--- config.mk ---
export PLATFORM = sky130hd
export DESIGN_NAME = zoned_approx_mult_pipe
export DESIGN_NICKNAME = d
export VERILOG_FILES = /design/src/rtl/zoned_mult_pkg.sv /design/src/rtl/zone_pp_gen.sv /design/src/rtl/zoned_approx_mult_pipe.sv
export SDC_FILE = /design/constraint.sdc
export NUM_CORES = 1
export LEC_CHECK = 0
export CAP_MARGIN = 0
export CELL_PAD_IN_SITES_DETAIL_PLACEMENT = 1
export CELL_PAD_IN_SITES_GLOBAL_PLACEMENT = 1
export CORE_ASPECT_RATIO = 1.5
export CORE_MARGIN = 1.5
export CORE_UTILIZATION = 39
export CTS_BUF_LIST = sky130_fd_sc_hd__clkbuf_2 sky130_fd_sc_hd__clkbuf_4 sky130_fd_sc_hd__clkbuf_8
export CTS_CLUSTER_DIAMETER = 200
export DETAILED_ROUTE_END_ITERATION = 8
export MAX_ROUTING_LAYER = met4
export PLACE_DENSITY_LB_ADDON = 0.1
export SETUP_SLACK_MARGIN = 0.02
export SLEW_MARGIN = 20
export SYNTH_ARGS = -nofsm -noshare
export SYNTH_HDL_FRONTEND = slang
export SYNTH_SLANG_ARGS = --single-unit
export TNS_END_PERCENT = 10
--- constraint.sdc ---
create_clock -name clk -period 5.1 [get_ports clk]
set_clock_uncertainty 0.15 [all_clocks]
set_input_delay 1.02 -clock clk [delete_from_list [all_inputs] [get_ports clk]]
set_output_delay 1.02 -clock clk [all_outputs]
set_load 0.02 [all_outputs]
--- src/rtl/zoned_mult_pkg.sv ---
// Shared types and helpers for the zoned approximate multiplier pipeline.
// Holds the operation mode encoding, the low-bit truncation helper and the parameter sanity check.
package zoned_mult_pkg;

  typedef enum logic [1:0] {
    MODE_EXACT = 2'd0,
    MODE_ZONED = 2'd1,
    MODE_TRUNC = 2'd2,
    MODE_RSVD  = 2'd3
  } mode_t;

  // Partial products are never wider than this, which bounds W at 64.
  localparam int unsigned PP_MAX = 64;

  // Clear the n least significant bits of x.
  function automatic logic [PP_MAX-1:0] trunc_low(input logic [PP_MAX-1:0] x,
                                                  input int unsigned        n);
    logic [PP_MAX-1:0] keep;
    keep = ~((64'd1 << n) - 64'd1);
    return x & keep;
  endfunction

  // Reserved encoding computes and reports as exact.
  function automatic mode_t norm_mode(input logic [1:0] m);
    case (m)
      2'd1:    return MODE_ZONED;
      2'd2:    return MODE_TRUNC;
      default: return MODE_EXACT;
    endcase
  endfunction

  function automatic bit cfg_ok(input int w, input int lsb_trunc,
                                input int mid_trunc, input int cw);
    return (w >= 8) && (w <= int'(PP_MAX)) && ((w % 2) == 0) &&
           (lsb_trunc >= 0) && (lsb_trunc <= w / 2) &&
           (mid_trunc >= 0) && (mid_trunc <= w / 2) &&
           (cw >= 1);
  endfunction

endpackage

--- src/rtl/zone_pp_gen.sv ---
// Combinational generator of the four HxH zone partial products.
// Each product is 2H bits wide so no carries are lost before the combine stage.
module zone_pp_gen #(
  parameter int H = 8
) (
  input  logic [H-1:0]   a_lo,
  input  logic [H-1:0]   a_hi,
  input  logic [H-1:0]   b_lo,
  input  logic [H-1:0]   b_hi,
  output logic [2*H-1:0] ll,
  output logic [2*H-1:0] lh,
  output logic [2*H-1:0] hl,
  output logic [2*H-1:0] hh
);

  localparam int PW = 2 * H;

  assign ll = PW'(a_lo) * PW'(b_lo);
  assign lh = PW'(a_lo) * PW'(b_hi);
  assign hl = PW'(a_hi) * PW'(b_lo);
  assign hh = PW'(a_hi) * PW'(b_hi);

endmodule

--- src/rtl/zoned_approx_mult_pipe.sv ---
// Three-stage valid/ready multiplier with exact, zoned-approximate and truncated modes.
// S1 registers operands, S2 registers zone partial products, S3 combines per mode into out_p.
module zoned_approx_mult_pipe
  import zoned_mult_pkg::*;
#(
  parameter int W         = 16,
  parameter int LSB_TRUNC = 4,
  parameter int MID_TRUNC = 2,
  parameter int CW        = 16
) (
  input  logic            clk,
  input  logic            rst,
  input  logic            in_valid,
  output logic            in_ready,
  input  logic [W-1:0]    in_a,
  input  logic [W-1:0]    in_b,
  input  logic [1:0]      in_mode,
  output logic            out_valid,
  input  logic            out_ready,
  output logic [2*W-1:0]  out_p,
  output logic [1:0]      out_mode,
  output logic [CW-1:0]   approx_count
);

  localparam int H  = W / 2;
  localparam int PW = 2 * W;

  if (!cfg_ok(W, LSB_TRUNC, MID_TRUNC, CW)) begin : g_cfg_err
    $error("zoned_approx_mult_pipe: illegal W/LSB_TRUNC/MID_TRUNC/CW combination");
  end

  // Whole pipe moves together; it only stalls when a finished product is waiting.
  logic en;
  assign en       = !out_valid || out_ready;
  assign in_ready = en;

  logic         s1_valid;
  logic [W-1:0] s1_a;
  logic [W-1:0] s1_b;
  mode_t        s1_mode;

  always_ff @(posedge clk) begin
    if (rst) begin
      s1_valid <= 1'b0;
      s1_a     <= '0;
      s1_b     <= '0;
      s1_mode  <= MODE_EXACT;
    end else if (en) begin
      s1_valid <= in_valid;
      if (in_valid) begin
        s1_a    <= in_a;
        s1_b    <= in_b;
        s1_mode <= norm_mode(in_mode);
      end
    end
  end

  logic [W-1:0] pp_ll, pp_lh, pp_hl, pp_hh;

  zone_pp_gen #(.H(H)) u_pp_gen (
    .a_lo (s1_a[H-1:0]),
    .a_hi (s1_a[W-1:H]),
    .b_lo (s1_b[H-1:0]),
    .b_hi (s1_b[W-1:H]),
    .ll   (pp_ll),
    .lh   (pp_lh),
    .hl   (pp_hl),
    .hh   (pp_hh)
  );

  logic         s2_valid;
  logic [W-1:0] s2_ll, s2_lh, s2_hl, s2_hh;
  mode_t        s2_mode;

  always_ff @(posedge clk) begin
    if (rst) begin
      s2_valid <= 1'b0;
      s2_ll    <= '0;
      s2_lh    <= '0;
      s2_hl    <= '0;
      s2_hh    <= '0;
      s2_mode  <= MODE_EXACT;
    end else if (en) begin
      s2_valid <= s1_valid;
      if (s1_valid) begin
        s2_ll   <= pp_ll;
        s2_lh   <= pp_lh;
        s2_hl   <= pp_hl;
        s2_hh   <= pp_hh;
        s2_mode <= s1_mode;
      end
    end
  end

  logic [PW-1:0] full_p;
  logic [W-1:0]  ll_t, lh_t, hl_t;
  logic [PW-1:0] zone_sum;
  logic [PW-1:0] comb_p;

  // The zoned low half is summed at full 2W width and cut to W, so the
  // high half always comes from the exact product.
  always_comb begin
    full_p   = (PW'(s2_hh) << W) + ((PW'(s2_lh) + PW'(s2_hl)) << H) + PW'(s2_ll);
    ll_t     = W'(trunc_low(64'(s2_ll), LSB_TRUNC));
    lh_t     = W'(trunc_low(64'(s2_lh), MID_TRUNC));
    hl_t     = W'(trunc_low(64'(s2_hl), MID_TRUNC));
    zone_sum = PW'(ll_t) + ((PW'(lh_t) + PW'(hl_t)) << H);
    comb_p   = full_p;
    case (s2_mode)
      MODE_ZONED: comb_p = {full_p[PW-1:W], zone_sum[W-1:0]};
      MODE_TRUNC: comb_p = {full_p[PW-1:W], {W{1'b0}}};
      default:    comb_p = full_p;
    endcase
  end

  always_ff @(posedge clk) begin
    if (rst) begin
      out_valid <= 1'b0;
      out_p     <= '0;
      out_mode  <= MODE_EXACT;
    end else if (en) begin
      out_valid <= s2_valid;
      if (s2_valid) begin
        out_p    <= comb_p;
        out_mode <= s2_mode;
      end
    end
  end

  logic out_xfer_approx;
  assign out_xfer_approx = out_valid && out_ready &&
                           ((out_mode == MODE_ZONED) || (out_mode == MODE_TRUNC));

  always_ff @(posedge clk) begin
    if (rst) begin
      approx_count <= '0;
    end else if (out_xfer_approx && (approx_count != {CW{1'b1}})) begin
      approx_count <= approx_count + 1'b1;
    end
  end

endmodule

Word-level counts from Yosys, hierarchy flattened
Cells that the tools add are included.
Word-level totals
  bits in registers: 153
  input port bits: 38
  output and inout port bits: 52
  logic and storage cells: 42
Cells by class
  add/subtract/negate cells: 6
  multiply operators: 4
  equal/unequal tests: 7
  muxes and demuxes: 2
  reduce and logical (&&, ||, !) cells: 9
Operator list (count)
  multiplier 8 x 8 -> 16 bit: 4
  adder 32 x 16 -> 32 bit: 1
  adder 32 x 25 -> 32 bit: 1
  case mux 16 bit (2 select lines): 1
  adder 16 x 16 -> 17 bit: 1
  adder 16 x 1 -> 16 bit, second input constant: 1
  adder 16 bit: 1
  != test 16 bit, second input constant: 1
  adder 8 bit: 1
  == test 2 x 1 -> 1 bit, second input constant: 3
  == test 2 bit, second input constant: 3
  AND reduction 2 bit: 3
  case mux 2 bit (2 select lines): 1
  logical AND 1 bit: 3
  logical OR 1 bit: 2
  zero test 1 bit: 1

Logic depth before layout (Yosys ltp)
Gate-level depths: netlist (run 1).
  depth after elaboration: 4
  depth in mapped cells: 18
  mapped depth without buffers: 18

By module
From an unflattened synthesis (run 1), not the netlist that was laid out.
Second synthesis, totals
  cell total of the unflattened synthesis: 1936
  area total of the unflattened synthesis: 15972.8 µm²
Modules (own cells, without submodules)
  zone_pp_gen: times used 1, cells each 993, area an instance 8448.1 µm², seq. area each 0.0 µm²
  zoned_approx_mult_pipe: times used 1, cells each 943, area an instance 7524.7 µm², seq. area each 3062.9 µm²

Least setup slack after synthesis (run 1)
No wires, ideal clock.
  path kind: register -> register
  start: reg s1_b[15]
  end: reg s2_lh[15]
  library setup time: 91 ps
  arrival time: 4339 ps
  required time: 4859 ps
  slack: 520 ps
  stages on the path, launching flop included: 17
  path buffers: 1
  period minus slack after synthesis: 4580 ps
  path through: dfxtp_1 > clkbuf_1 > nand2_1 > fa_1 > fa_1 > inv_1 > fa_1 > inv_1 > fa_1 > inv_1 > ha_1 > nand2_1 > a21oi_2 > nor4bb_4 > nor4bb_1 > or3_1 > a311oi_1
On the way
  longest elaborated chain between the ends: 1
RTL lines
  start: declaration: line zoned_approx_mult_pipe.sv:39  | logic [W-1:0] s1_b;
  start signal: assignment: line zoned_approx_mult_pipe.sv:52  | s1_b <= in_b;
  multiplier 8 x 8 -> 16 bit: line zone_pp_gen.sv:19  | assign lh = PW'(a_lo) * PW'(b_hi);
  end signal: assignment: line zoned_approx_mult_pipe.sv:87  | s2_lh <= pp_lh;
  end: declaration: line zoned_approx_mult_pipe.sv:72  | logic [W-1:0] s2_ll, s2_lh, s2_hl, s2_hh;
No other way between the ends.
A chain may end at the register's enable or synchronous reset.

Worst setup path in the final report (run 1)
  start: reg s1_b[5]
  end: reg s2_hl[15]
On the way
  longest elaborated chain between the ends: 1
RTL lines
  multiplier 8 x 8 -> 16 bit: line zone_pp_gen.sv:20  | assign hl = PW'(a_hi) * PW'(b_lo);
  end signal: assignment: line zoned_approx_mult_pipe.sv:88  | s2_hl <= pp_hl;
  end: declaration: line zoned_approx_mult_pipe.sv:72
No other way between the ends.

==> results of run 1 <==
cell families after synthesis:
group / Yosys count / synth area share (%)
fa+ha+maj: 332 / 32.6
simple gates: 703 / 22.5
xor+xnor: 72 / 3.99
mux: 2 / 0.124
compound gates: 346 / 14.3
buf+inv: 311 / 7.52
flops: 153 / 19.0
sequential cells by signal, indices dropped and copies added, names as in the netlist, 2 cells and up:
name / flops
out_p: 32
approx_count: 16
s1_a: 16
s1_b: 16
s2_hh: 16
s2_hl: 16
s2_lh: 16
s2_ll: 16
out_mode: 2
s1_mode: 2
s2_mode: 2
final timing paths:
check / from / endpoint / depth (start not counted)
max: s1_b[5] / s2_hl[15] / 14
min: s1_mode[1] / s2_mode[1] / 2
max reg2reg: s1_b[5] / s2_hl[15] / 14
min reg2reg: s1_mode[1] / s2_mode[1] / 2
worst register-to-register path: stages, from the launching register on:
cell,delay (ps)
sky130_fd_sc_hd__dfxtp_1,650
sky130_fd_sc_hd__and2_1,230
sky130_fd_sc_hd__fa_1,440
sky130_fd_sc_hd__fa_1,530
sky130_fd_sc_hd__fa_1,550
sky130_fd_sc_hd__inv_1,60
sky130_fd_sc_hd__fa_1,520
sky130_fd_sc_hd__inv_1,40
sky130_fd_sc_hd__ha_1,340
sky130_fd_sc_hd__nand2_1,110
sky130_fd_sc_hd__a21oi_2,50
sky130_fd_sc_hd__nor4bb_4,330
sky130_fd_sc_hd__nor4bb_1,110
sky130_fd_sc_hd__or3_1,360
sky130_fd_sc_hd__a311oi_1,240
cell usage in the layout (no fill, tap or decap), types with 5 or more instances in the layout:
cell,n
sky130_fd_sc_hd__inv_8,6
sky130_fd_sc_hd__and3_1,9
sky130_fd_sc_hd__fa_1,148
sky130_fd_sc_hd__clkinv_8,5
sky130_fd_sc_hd__nand3b_1,9
sky130_fd_sc_hd__o31ai_1,5
sky130_fd_sc_hd__nand2_1,259
sky130_fd_sc_hd__and2_1,202
sky130_fd_sc_hd__o21bai_1,7
sky130_fd_sc_hd__a21oi_2,8
sky130_fd_sc_hd__clkbuf_8,17
sky130_fd_sc_hd__xor2_1,14
sky130_fd_sc_hd__a21o_1,34
sky130_fd_sc_hd__buf_4,40
sky130_fd_sc_hd__clkdlybuf4s50_1,88
sky130_fd_sc_hd__or3_1,12
sky130_fd_sc_hd__a31oi_1,17
sky130_fd_sc_hd__o21a_1,15
sky130_fd_sc_hd__a211o_1,8
sky130_fd_sc_hd__nand3_1,37
sky130_fd_sc_hd__nor3_1,28
sky130_fd_sc_hd__o21ai_2,8
sky130_fd_sc_hd__a211oi_1,22
sky130_fd_sc_hd__xnor2_1,57
sky130_fd_sc_hd__dfxtp_1,137
sky130_fd_sc_hd__o21ai_0,37
sky130_fd_sc_hd__nor4b_1,12
sky130_fd_sc_hd__inv_1,219
sky130_fd_sc_hd__a221oi_1,6
sky130_fd_sc_hd__dfxtp_2,16
sky130_fd_sc_hd__ha_1,184
sky130_fd_sc_hd__nor2b_1,7
sky130_fd_sc_hd__nor2_1,86
sky130_fd_sc_hd__a21oi_1,137
through the flow:
| step | total power [W] | instances |
|---|---|---|
| after floorplan | 0.00171 | 1919 |
| after global placement | 0.00193 | 2469 |
| after detailed placement | 0.00195 | 2469 |
| after CTS | 0.00299 | 2501 |
| after global routing | 0.00309 | 2502 |
| final | 0.00293 | 2502 |
power by group through the flow:
| stage | registers, W | clock network [W] | logic, W |
|---|---|---|---|
| finish | 0.00131 | 0.00102 | 0.000600 |
| global route | 0.00132 | 0.00109 | 0.000679 |
| CTS | 0.00131 | 0.00106 | 0.000610 |
| detailed placement | 0.00134 | 0 | 0.000606 |
| global placement | 0.00134 | 0 | 0.000595 |
| floorplan | 0.00130 | 0 | 0.000413 |
per-layer routing:
layer / track usage (%) / vias to the layer above
met5: - / -
met4: 7.03 / 0
met3: 2.58 / 38
met2: 41.3 / 148
met1: 25.4 / 6498
li1: - / 6447
cell type report:
| type | count | area [µm²] | area share, % |
|---|---|---|---|
| Antenna cell | 1 | 2.50 | 0.0139 |
| Timing Repair Buffer | 129 | 1200 | 6.65 |
| Tap cell | 511 | 639 | 3.54 |
| Clock buffer | 17 | 234 | 1.30 |
| Multi-Input combinational cell | 1455 | 11900 | 65.8 |
| Sequential cell | 153 | 3080 | 17.1 |
| Clock inverter | 15 | 191 | 1.06 |
| Inverter | 221 | 830 | 4.59 |
==> results by group, run 1 <==
Clocking
  – Number of hold buffers added after cts: 0
  – TritonCTS clock tree: built
  – Clock transition at the registers of the reported paths: 120 ps
  – Master cell of the clock root buffer: sky130_fd_sc_hd__clkbuf_8
  – Clock tree sinks: 153
  – # Post-CTS Setup Buffers: 0
  – Buffer depth of the longest clock path: 2
  – Resized cells post-CTS: 0
  – CTS HTree Levels: 4
  – Clock insertion delay at the later pin of the skew report: 510 ps
  – Number of CTS-inserted buffers: 17

Floorplanning
  – Vertical die dimension: 252 µm
  – Initial standard-cell utilization of the core: 39.4%
  – Number of rows in the core area: 91
  – DIE AREA: 0.0427 mm²
  – Placeable core area: 0.0410 mm²
  – Die span in x: 169 µm
  – I/O pin count: 90

Setup path
  – CP startpoint kind: flop
  – Register-to-Register Setup Slack: 260 ps
  – Crit path largest cell delay: 650 ps
  – Largest delay share family, worst path: adder cells
  – Kind of end point of the critical path: flop
  – Cell seen most often among critical-path stages: sky130_fd_sc_hd__fa_1
  – Critical Path AT: 5100 ps
  – Buffer and inverter count on the worst path: 2
  – Highest net fanout along the worst path: 11
  – Max stage delay cell, worst path: sky130_fd_sc_hd__dfxtp_1
  – Worst setup path category: flop to flop
  – Required arrival time at the worst endpoint: 5360 ps
  – Critical-path cell list: and2_1 -> fa_1 -> fa_1 -> fa_1 -> inv_1 -> fa_1 -> inv_1 -> ha_1 -> nand2_1 -> a21oi_2 -> nor4bb_4 -> nor4bb_1 -> or3_1 -> a311oi_1

Route
  – Number of DRC violations after detailed routing: 0
  – Detail-routed via count per cell: 5.25
  – Post-DR wirelength/cell: 17.9 µm
  – WL final: 44800 µm
  – Length of routed met3 wiring: 887 µm
  – M1 wire length: 19400 µm
  – Highest signal layer in the routed design: met4
  – 1st-iter DRT viols: 459
  – Number of detailed-routing iterations run before antenna repair: 4
  – Routed via count: 13100
  – Total met2 wirelength after detailed routing: 23600 µm
  – Antenna Nets Post-Route: 0

Synth
  – Post-Synthesis Net Count: 2289
  – Synthesis-stage register bit count: 153
  – Main area contributors after synthesis: sky130_fd_sc_hd__dfxtp_1, sky130_fd_sc_hd__fa_1, sky130_fd_sc_hd__ha_1
  – Count of different cell masters after synthesis: 86
  – Most frequently used flop master after synthesis: sky130_fd_sc_hd__dfxtp_1
  – Synth top cells by count: sky130_fd_sc_hd__nand2_1, sky130_fd_sc_hd__inv_1, sky130_fd_sc_hd__and2_1
  – Post-Syn Instances: 1919
  – Most frequent cell after synthesis: sky130_fd_sc_hd__nand2_1
  – Cell type with the largest total area after synthesis: sky130_fd_sc_hd__dfxtp_1
  – Area share of the largest cell type after synthesis: 19.0%
  – Post-synth EDFFs: 0
  – Share of flip-flops with an asynchronous set or reset: 0%
  – Mean cell area of the mapped netlist: 8.42 µm²
  – Sequential-to-total area share from yosys stat: 19.0%
  – Synth Cell Area: 0.0162 mm²
  – Number of synthesis warnings: 0

Timing
  – Final hold slack: 309 ps
  – Hold Vio Cnt, Final: 0
  – Slew HR: 37.1%
  – Final worst path period share: 94.8%
  – Smallest setup slack after layout: 263 ps
  – Transition time of the tightest slew-check pin: 944 ps
  – Total count of max-transition violations in the final report: 0
  – Minimum period implied by the final worst setup slack: 4840 ps
  – TNS Setup: 0 ps
  – Total of endpoints with negative setup slack in the final report: 0
  – Maximum frequency from static timing analysis: 0.207 GHz
  – RSZ-0062 raised after global routing: false

Global route
  – Vias in the first global route: 14200
  – Global-route usage over all layers: 22.5%
  – Antenna violations before repair: 1
  – Global-route wire length before repair: 73700 µm
  – Remaining global-route overflow: 0
  – Largest net degree at the start of global routing: 86

Placement
  – Half-perimeter wire length after placement: 36000 µm
  – Placer Congestion: 0.833
  – Setup WS pre-CTS: 166 ps
  – Number of port buffers: 89
  – Area post-placement: 0.0176 mm²

Power
  – Power density over the cells: 162 mW/mm²
  – Net Sw Frac: 36.3%
  – Net Sw Power: 0.00106 W
  – Relative contribution of sequential cells to total power: 44.8%
  – Static leakage power: 8.47 nW
  – Int Pwr: 0.00187 W
  – Combinational power share: 20.5%
  – Peak supply drop: 0.000123 V
  – Clock network power share: 34.8%

Final layout
  – Fraction of final layout cells with drive strength greater than 1: 6.78%
  – Relative area change from synthesis to final layout: 11.8%
  – FILL cells: 4928
  – Number of nets in the final layout: 2347
  – Final design utilization: 44.1%
  – Design area: 0.0181 mm²

Status
  – Result of the run: finished clean

Min path
  – Hold Path Class: flop to flop

Flow run
  – Number of maximum-capacitance violations: 0
Note: power is estimated with default switching activity, not from simulation.
==> inputs of run 2 (changes only) <==
--- a/config.mk
+++ b/config.mk
@@ -9,12 +9,11 @@
 export CELL_PAD_IN_SITES_DETAIL_PLACEMENT = 1
 export CELL_PAD_IN_SITES_GLOBAL_PLACEMENT = 1
 export CORE_ASPECT_RATIO = 1.5
-export CORE_MARGIN = 1.5
+export CORE_MARGIN = 1
 export CORE_UTILIZATION = 39
 export CTS_BUF_LIST = sky130_fd_sc_hd__clkbuf_2 sky130_fd_sc_hd__clkbuf_4 sky130_fd_sc_hd__clkbuf_8
 export CTS_CLUSTER_DIAMETER = 200
 export DETAILED_ROUTE_END_ITERATION = 8
-export MAX_ROUTING_LAYER = met4
 export PLACE_DENSITY_LB_ADDON = 0.1
 export SETUP_SLACK_MARGIN = 0.02
 export SLEW_MARGIN = 20
==> constraint.sdc (replaced) <==
create_clock -name clk -period 4.75 [get_ports clk]
set_clock_uncertainty 0.15 [all_clocks]
set_input_delay 0.95 -clock clk [delete_from_list [all_inputs] [get_ports clk]]
set_output_delay 0.95 -clock clk [all_outputs]
set_load 0.02 [all_outputs]
==> results by group, run 2 (synthesis results as in run 1) <==
Global route
  – Global-route wire length before repair: 74600 µm (was 73700 µm)
  – Remaining global-route overflow: 0 (unchanged)
  – Largest net degree at the start of global routing: 90 (was 86)
  – Antenna violations before repair: 1 (unchanged)
  – Global-route usage over all layers: 22.4% (was 22.5%)
  – Vias in the first global route: 14400 (was 14200)

Timing
  – Minimum period implied by the final worst setup slack: 4600 ps (was 4840 ps)
  – TNS Setup: 0 ps (unchanged)
  – Total of endpoints with negative setup slack in the final report: 0 (unchanged)
  – Total count of max-transition violations in the final report: 0 (unchanged)
  – RSZ-0062 raised after global routing: true (was false)
  – Transition time of the tightest slew-check pin: 931 ps (was 944 ps)
  – Final worst path period share: 96.8% (was 94.8%)
  – Maximum frequency from static timing analysis: 0.217 GHz (was 0.207 GHz)
  – Slew HR: 37.9% (was 37.1%)
  – Hold Vio Cnt, Final: 0 (unchanged)

Clocking
  – Number of CTS-inserted buffers: 17 (unchanged)
  – Clock transition at the registers of the reported paths: 110 ps (was 120 ps)
  – Buffer depth of the longest clock path: 2 (unchanged)
  – TritonCTS clock tree: built (unchanged)
  – Master cell of the clock root buffer: sky130_fd_sc_hd__clkbuf_8 (unchanged)
  – Clock tree sinks: 153 (unchanged)
  – Clock insertion delay at the later pin of the skew report: 520 ps (was 510 ps)
  – CTS HTree Levels: 4 (unchanged)

Final layout
  – Largest register by flop count: out_p (unchanged)
  – Max reg flops: 32 (unchanged)
  – Final design utilization: 45.2% (was 44.1%)
  – Number of nets in the final layout: 2377 (was 2347)
  – Final cell count without fillers: 2532 (was 2502)
  – Most frequent cells in the layout: sky130_fd_sc_hd__nand2_1, sky130_fd_sc_hd__inv_1, sky130_fd_sc_hd__and2_1 (unchanged)
  – Leading cell type in the layout, fill and taps excluded: sky130_fd_sc_hd__nand2_1 (unchanged)
  – Relative area change from synthesis to final layout: 14.8% (was 11.8%)
  – Sequential cell area: 0.00312 mm² (was 0.00308 mm²)
  – FILL cells: 4911 (was 4928)
  – Fraction of final layout cells with drive strength greater than 1: 9.26% (was 6.78%)
  – Design area: 0.0185 mm² (was 0.0181 mm²)
  – Footprint of the multi-input gates: 0.0120 mm² (was 0.0119 mm²)

Route
  – Routed via count: 13300 (was 13100)
  – Post-DR wirelength/cell: 18.0 µm (was 17.9 µm)
  – 1st-iter DRT viols: 477 (was 459)
  – WL final: 45500 µm (was 44800 µm)
  – Number of detailed-routing iterations run before antenna repair: 4 (unchanged)
  – Number of DRC violations after detailed routing: 0 (unchanged)
  – Antenna Nets Post-Route: 0 (unchanged)
  – Detail-routed via count per cell: 5.27 (was 5.25)

Flow run
  – Number of maximum-capacitance violations: 0 (unchanged)

Setup path
  – CP startpoint kind: flop (unchanged)
  – RR Endpoint: s2_ll[15] (was s2_hl[15])
  – Reg-to-Reg Start: s1_a[0] (was s1_b[5])
  – Critical Path AT: 4880 ps (was 5100 ps)
  – Depth of the most critical reg-to-reg path: 16 (was 14)
  – Kind of end point of the critical path: flop (unchanged)
  – Register-to-Register Setup Slack: 150 ps (was 260 ps)
  – Crit path largest cell delay: 540 ps (was 650 ps)
  – Largest delay share family, worst path: adder cells (unchanged)
  – Critical-path cell list: buf_4 -> and2_1 -> fa_1 -> fa_1 -> ha_1 -> inv_1 -> fa_1 -> inv_1 -> ha_1 -> nor2b_4 -> o21ai_2 -> a21oi_2 -> nor4bb_4 -> nor4bb_1 -> or3_1 -> a311oi_1 (was and2_1 -> fa_1 -> fa_1 -> fa_1 -> inv_1 -> fa_1 -> inv_1 -> ha_1 -> nand2_1 -> a21oi_2 -> nor4bb_4 -> nor4bb_1 -> or3_1 -> a311oi_1)
  – Cell seen most often among critical-path stages: sky130_fd_sc_hd__fa_1 (unchanged)
  – Worst setup path category: flop to flop (unchanged)
  – Buffer and inverter count on the worst path: 3 (was 2)
  – Required arrival time at the worst endpoint: 5030 ps (was 5360 ps)
  – Highest net fanout along the worst path: 5 (was 11)
  – Max stage delay cell, worst path: sky130_fd_sc_hd__fa_1 (was sky130_fd_sc_hd__dfxtp_1)

Placement
  – Area post-placement: 0.0179 mm² (was 0.0176 mm²)
  – Half-perimeter wire length after placement: 36700 µm (was 36000 µm)
  – Placer Congestion: 0.802 (was 0.833)
  – Number of port buffers: 89 (unchanged)
  – Placed cells: 2497 (was 2469)

Floorplanning
  – DIE AREA: 0.0422 mm² (was 0.0427 mm²)
  – Placeable core area: 0.0410 mm² (unchanged)
  – Number of rows in the core area: 91 (unchanged)
  – Initial standard-cell utilization of the core: 39.4% (unchanged)
  – Die span in x: 168 µm (was 169 µm)
  – Vertical die dimension: 251 µm (was 252 µm)
  – I/O pin count: 90 (unchanged)

Power
  – Peak supply drop: 0.000118 V (was 0.000123 V)
  – Static leakage power: 8.65 nW (was 8.47 nW)
  – Power density over the cells: 173 mW/mm² (was 162 mW/mm²)
  – Total power: 0.00322 W (was 0.00293 W)

Status
  – Result of the run: finished clean (unchanged)

Min path
  – Hold Path Class: flop to flop (unchanged)
  – Worst min-delay path startpoint: out_p[17] (was s1_mode[1])
  – Worst hold stages: 2 (unchanged)
  – Endpoint with the worst hold slack: out_p[17] (was s2_mode[1])
-- run 2: cell count changes in the layout (fill, tap and decap cells not counted), sizes merged --
cell / previous run / this run
buf: 41 / 71
bufinv: 0 / 1
clkinv: 9 / 8
-- run 2: worst max path at each step --
stage,cells after the start,start,endpoint,slack (ps)
2_1_floorplan,16,s1_b[15],s2_lh[15],170
3_3_place_gp,14,s1_b[3],s2_hl[15],20
3_5_place_dp,14,s1_b[11],s2_lh[14],-10
4_1_cts,15,s1_a[11],s2_hl[15],30
5_1_grt,16,s1_a[9],s2_hl[15],-30
6_report,16,s1_a[0],s2_ll[15],150
-- run 2: layout make-up --
cell class / instances / area share [%]
Clock inverter: 15 / 1.07
Multi-Input combinational cell: 1455 / 64.7
Clock buffer: 17 / 1.26
Tap cell: 511 / 3.45
Sequential cell: 153 / 16.8
Antenna cell: 1 / 0.0135
Timing Repair Buffer: 159 / 8.17
Inverter: 221 / 4.48
-- run 2: metal layers --
| layer | share of wire (%) | vias to the layer above | global-route usage, % |
|---|---|---|---|
| met1 | 42 | 6607 | 25.7 |
| met3 | 2.2 | 54 | 2.96 |
| li1 | - | 6511 | - |
| met5 | 0 | - | 0 |
| met4 | 2.6 | 0 | 7.66 |
| met2 | 53 | 161 | 42.2 |
-- run 2: stage by stage --
step,setup slack (ps),hold slack (ps)
6_report,150,305
5_1_grt,-34.1,329
4_1_cts,34.8,309
3_5_place_dp,-13.3,297
3_3_place_gp,20.4,291
2_1_floorplan,170,282
-- run 2: timing repair --
action                                  CTS  global route
buffers inserted                          0             2
gates resized for setup                  12            42
endpoints found under the setup margin    8            21
hold buffers                              0             0
pin swaps                                 0             4
-- run 2: report_power, final --
part / switching, W / leakage, nW / internal [W] / total [W]
Sequential: 0.0000667 / 1.26 / 0.00132 / 0.00139
Clock: 0.000673 / 0.216 / 0.000456 / 0.00113
Combinational: 0.000403 / 7.17 / 0.000293 / 0.000696
-- run 2: worst reg2reg max path, cell delays in order, from the launching register on --
cell	delay, ps
sky130_fd_sc_hd__dfxtp_4	390
sky130_fd_sc_hd__buf_4	150
sky130_fd_sc_hd__and2_1	180
sky130_fd_sc_hd__fa_1	470
sky130_fd_sc_hd__fa_1	490
sky130_fd_sc_hd__ha_1	290
sky130_fd_sc_hd__inv_1	50
sky130_fd_sc_hd__fa_1	540
sky130_fd_sc_hd__inv_1	50
sky130_fd_sc_hd__ha_1	350
sky130_fd_sc_hd__nor2b_4	160
sky130_fd_sc_hd__o21ai_2	150
sky130_fd_sc_hd__a21oi_2	100
sky130_fd_sc_hd__nor4bb_4	290
sky130_fd_sc_hd__nor4bb_1	100
sky130_fd_sc_hd__or3_1	350
sky130_fd_sc_hd__a311oi_1	260
==> inputs of run 3 (changes only) <==
--- a/config.mk
+++ b/config.mk
@@ -15,6 +15,7 @@
 export CTS_CLUSTER_DIAMETER = 200
 export DETAILED_ROUTE_END_ITERATION = 8
 export PLACE_DENSITY_LB_ADDON = 0.1
+export RECOVER_POWER = 25
 export SETUP_SLACK_MARGIN = 0.02
 export SLEW_MARGIN = 20
 export SYNTH_ARGS = -nofsm -noshare
==> constraint.sdc (replaced) <==
create_clock -name clk -period 4.43 [get_ports clk]
set_clock_uncertainty 0.15 [all_clocks]
set_input_delay 0.886 -clock clk [delete_from_list [all_inputs] [get_ports clk]]
set_output_delay 0.886 -clock clk [all_outputs]
set_load 0.02 [all_outputs]
==> results by group, run 3 (synthesis results as in run 1) <==
Route
  – Routed via count: 13900 (was 13300)
  – Number of DRC violations after detailed routing: 0 (unchanged)
  – Detail-routed via count per cell: 5.22 (was 5.27)
  – Post-DR wirelength/cell: 18.2 µm (was 18.0 µm)
  – Number of detailed-routing iterations run before antenna repair: 6 (was 4)
  – 1st-iter DRT viols: 493 (was 477)
  – WL final: 48600 µm (was 45500 µm)
  – Antenna Nets Post-Route: 0 (unchanged)

Power
  – Static leakage power: 9.45 nW (was 8.65 nW)
  – Int Pwr: 0.00228 W (was 0.00207 W)
  – Relative contribution of sequential cells to total power: 41.3% (was 43.3%)
  – Net Sw Power: 0.00130 W (was 0.00114 W)
  – Peak supply drop: 0.000157 V (was 0.000118 V)
  – Combinational power share: 25.4% (was 21.6%)
  – Clock network power share: 33.3% (was 35.1%)
  – Net Sw Frac: 36.4% (was 35.5%)
  – Power density over the cells: 178 mW/mm² (was 173 mW/mm²)

Global route
  – Global-route usage over all layers: 23.6% (was 22.4%)
  – Vias in the first global route: 15200 (was 14400)
  – Remaining global-route overflow: 0 (unchanged)
  – Largest net degree at the start of global routing: 93 (was 90)
  – Antenna violations before repair: 1 (unchanged)
  – Global-route wire length before repair: 78400 µm (was 74600 µm)

Timing
  – Final worst path period share: 101% (was 96.8%)
  – Hold Vio Cnt, Final: 0 (unchanged)
  – Slew HR: 34.4% (was 37.9%)
  – Total count of max-transition violations in the final report: 0 (unchanged)
  – Smallest setup slack after layout: -65.9 ps (was 150 ps)
  – RSZ-0062 raised after global routing: true (unchanged)
  – Maximum frequency from static timing analysis: 0.222 GHz (was 0.217 GHz)
  – Minimum period implied by the final worst setup slack: 4500 ps (was 4600 ps)
  – TNS Setup: -98.5 ps (was 0 ps)
  – Total of endpoints with negative setup slack in the final report: 3 (was 0)
  – Transition time of the tightest slew-check pin: 983 ps (was 931 ps)

Placement
  – Placed cells: 2579 (was 2497)
  – Placer Congestion: 0.821 (was 0.802)
  – Setup WS pre-CTS: -276 ps (was -13.3 ps)
  – Number of port buffers: 89 (unchanged)
  – Half-perimeter wire length after placement: 38400 µm (was 36700 µm)

Final layout
  – Relative area change from synthesis to final layout: 24.6% (was 14.8%)
  – Number of nets in the final layout: 2509 (was 2377)
  – Most frequent cells in the layout: sky130_fd_sc_hd__nand2_1, sky130_fd_sc_hd__inv_1, sky130_fd_sc_hd__and2_1 (unchanged)
  – Largest register by flop count: out_p (unchanged)
  – Max reg flops: 32 (unchanged)
  – Leading cell type in the layout, fill and taps excluded: sky130_fd_sc_hd__nand2_1 (unchanged)
  – Fraction of final layout cells with drive strength greater than 1: 18.5% (was 9.26%)
  – Final cell count without fillers: 2664 (was 2532)
  – Footprint of the multi-input gates: 0.0124 mm² (was 0.0120 mm²)
  – FILL cells: 4853 (was 4911)
  – Sequential cell area: 0.00315 mm² (was 0.00312 mm²)

Setup path
  – Crit path largest cell delay: 520 ps (was 540 ps)
  – Critical-path cell list: buf_4 -> buf_4 -> and2_1 -> fa_1 -> fa_1 -> fa_1 -> inv_1 -> fa_1 -> inv_2 -> ha_4 -> o21a_1 -> o21ai_2 -> a21oi_2 -> buf_4 -> a221oi_4 -> or3_1 -> a31oi_1 (was buf_4 -> and2_1 -> fa_1 -> fa_1 -> ha_1 -> inv_1 -> fa_1 -> inv_1 -> ha_1 -> nor2b_4 -> o21ai_2 -> a21oi_2 -> nor4bb_4 -> nor4bb_1 -> or3_1 -> a311oi_1)
  – Highest net fanout along the worst path: 6 (was 5)
  – Critical Path AT: 4790 ps (was 4880 ps)
  – Max stage delay cell, worst path: sky130_fd_sc_hd__fa_1 (unchanged)
  – Kind of end point of the critical path: flop (unchanged)
  – CP startpoint kind: flop (unchanged)
  – Required arrival time at the worst endpoint: 4730 ps (was 5030 ps)
  – Worst setup path category: flop to flop (unchanged)
  – Cell seen most often among critical-path stages: sky130_fd_sc_hd__fa_1 (unchanged)

Clocking
  – Number of hold buffers added after cts: 0 (unchanged)
  – Master cell of the clock root buffer: sky130_fd_sc_hd__clkbuf_8 (unchanged)
  – Clock transition at the registers of the reported paths: 130 ps (was 110 ps)
  – Number of CTS-inserted buffers: 17 (unchanged)
  – Clock insertion delay at the later pin of the skew report: 520 ps (about the same)
  – Clock tree sinks: 153 (unchanged)
  – TritonCTS clock tree: built (unchanged)
  – Buffer depth of the longest clock path: 2 (unchanged)
  – CTS HTree Levels: 4 (unchanged)

Floorplanning
  – I/O pin count: 90 (unchanged)
  – Number of rows in the core area: 91 (unchanged)
  – Placeable core area: 0.0410 mm² (unchanged)
  – Initial standard-cell utilization of the core: 39.4% (unchanged)
  – Vertical die dimension: 251 µm (unchanged)
  – Die span in x: 168 µm (unchanged)
  – DIE AREA: 0.0422 mm² (unchanged)

Status
  – Violations in the final reports: negative setup slack
  – Result of the run: complete, but fails checks (was finished clean)

Min path
  – Hold Path Class: flop to flop (unchanged)

Flow run
  – Number of maximum-capacitance violations: 0 (unchanged)
[run 3: changes by cell type in the layout (fill, tap and decap cells not counted), sizes merged]
cell,previous run,this run
clkdlybuf4s50,88,59
dlygate4sd3,0,29
buf,71,203
clkinv,8,9
bufinv,1,0
[run 3: timing repair]
action | in CTS | in global routing
endpoints found under the setup margin | 29 | 36
pin swaps | 93 | 58
endpoints found under the hold margin | 0 | 0
resized for setup | 123 | 51
buffers inserted | 44 | 8
[run 3: worst paths after layout]
path / startpoint / end / slack [ps] / cells past startpoint
setup / recovery: s1_b[4] / s2_ll[14] / -70 / 17
setup reg to reg: s1_b[4] / s2_ll[14] / -70 / 17
hold / removal: s1_mode[0] / s2_mode[0] / 300 / 2
hold reg to reg: s1_mode[0] / s2_mode[0] / 300 / 2
[run 3: final cells by class]
type                       count  share of cell area (%)
antenna                        1                  0.0124
clock buffer                  17                    1.16
clock inverter                15                   0.951
inverter                     221                    4.12
multi-input combinational   1455                    61.7
sequential                   153                    15.6
tap                          511                    3.18
timing repair buffer         291                    13.3
[run 3: worst max-delay path: cells and delay by family (launching register included)]
kind            cells  cell delay [ps]
buf+inv             5              560
fa+ha+maj           5             2220
compound gates      5              650
flops               1              370
simple gates        2              480
[run 3: power groups by stage]
stage                     sequential (W)  clock, W  combinational, W
after floorplan                  0.00150         0          0.000485
after global placement           0.00152         0          0.000791
after detailed placement         0.00152         0          0.000813
after CTS                        0.00148   0.00123          0.000897
after global routing             0.00148   0.00128           0.00101
final                            0.00148   0.00119          0.000909
[run 3: routing by layer]
layer  vias up  GRT usage, %  share of wire (%)
met5         -             0                  0
met3        77          2.44                1.8
li1       6783             -                  -
met4         0          8.86                3.4
met2       172          45.2                 53
met1      6869          26.7                 41
[run 3: stage by stage]
step                      hold WS [ps]  area (µm²)  total power [W]  utilization [%]
after floorplan                    282       16300          0.00198                -
after global placement             291       18600          0.00231             45.3
after detailed placement           301       18600          0.00234             45.3
after CTS                          302       19800          0.00361             48.4
after global routing               334       20100          0.00377             49.1
final                              299       20100          0.00357             49.1
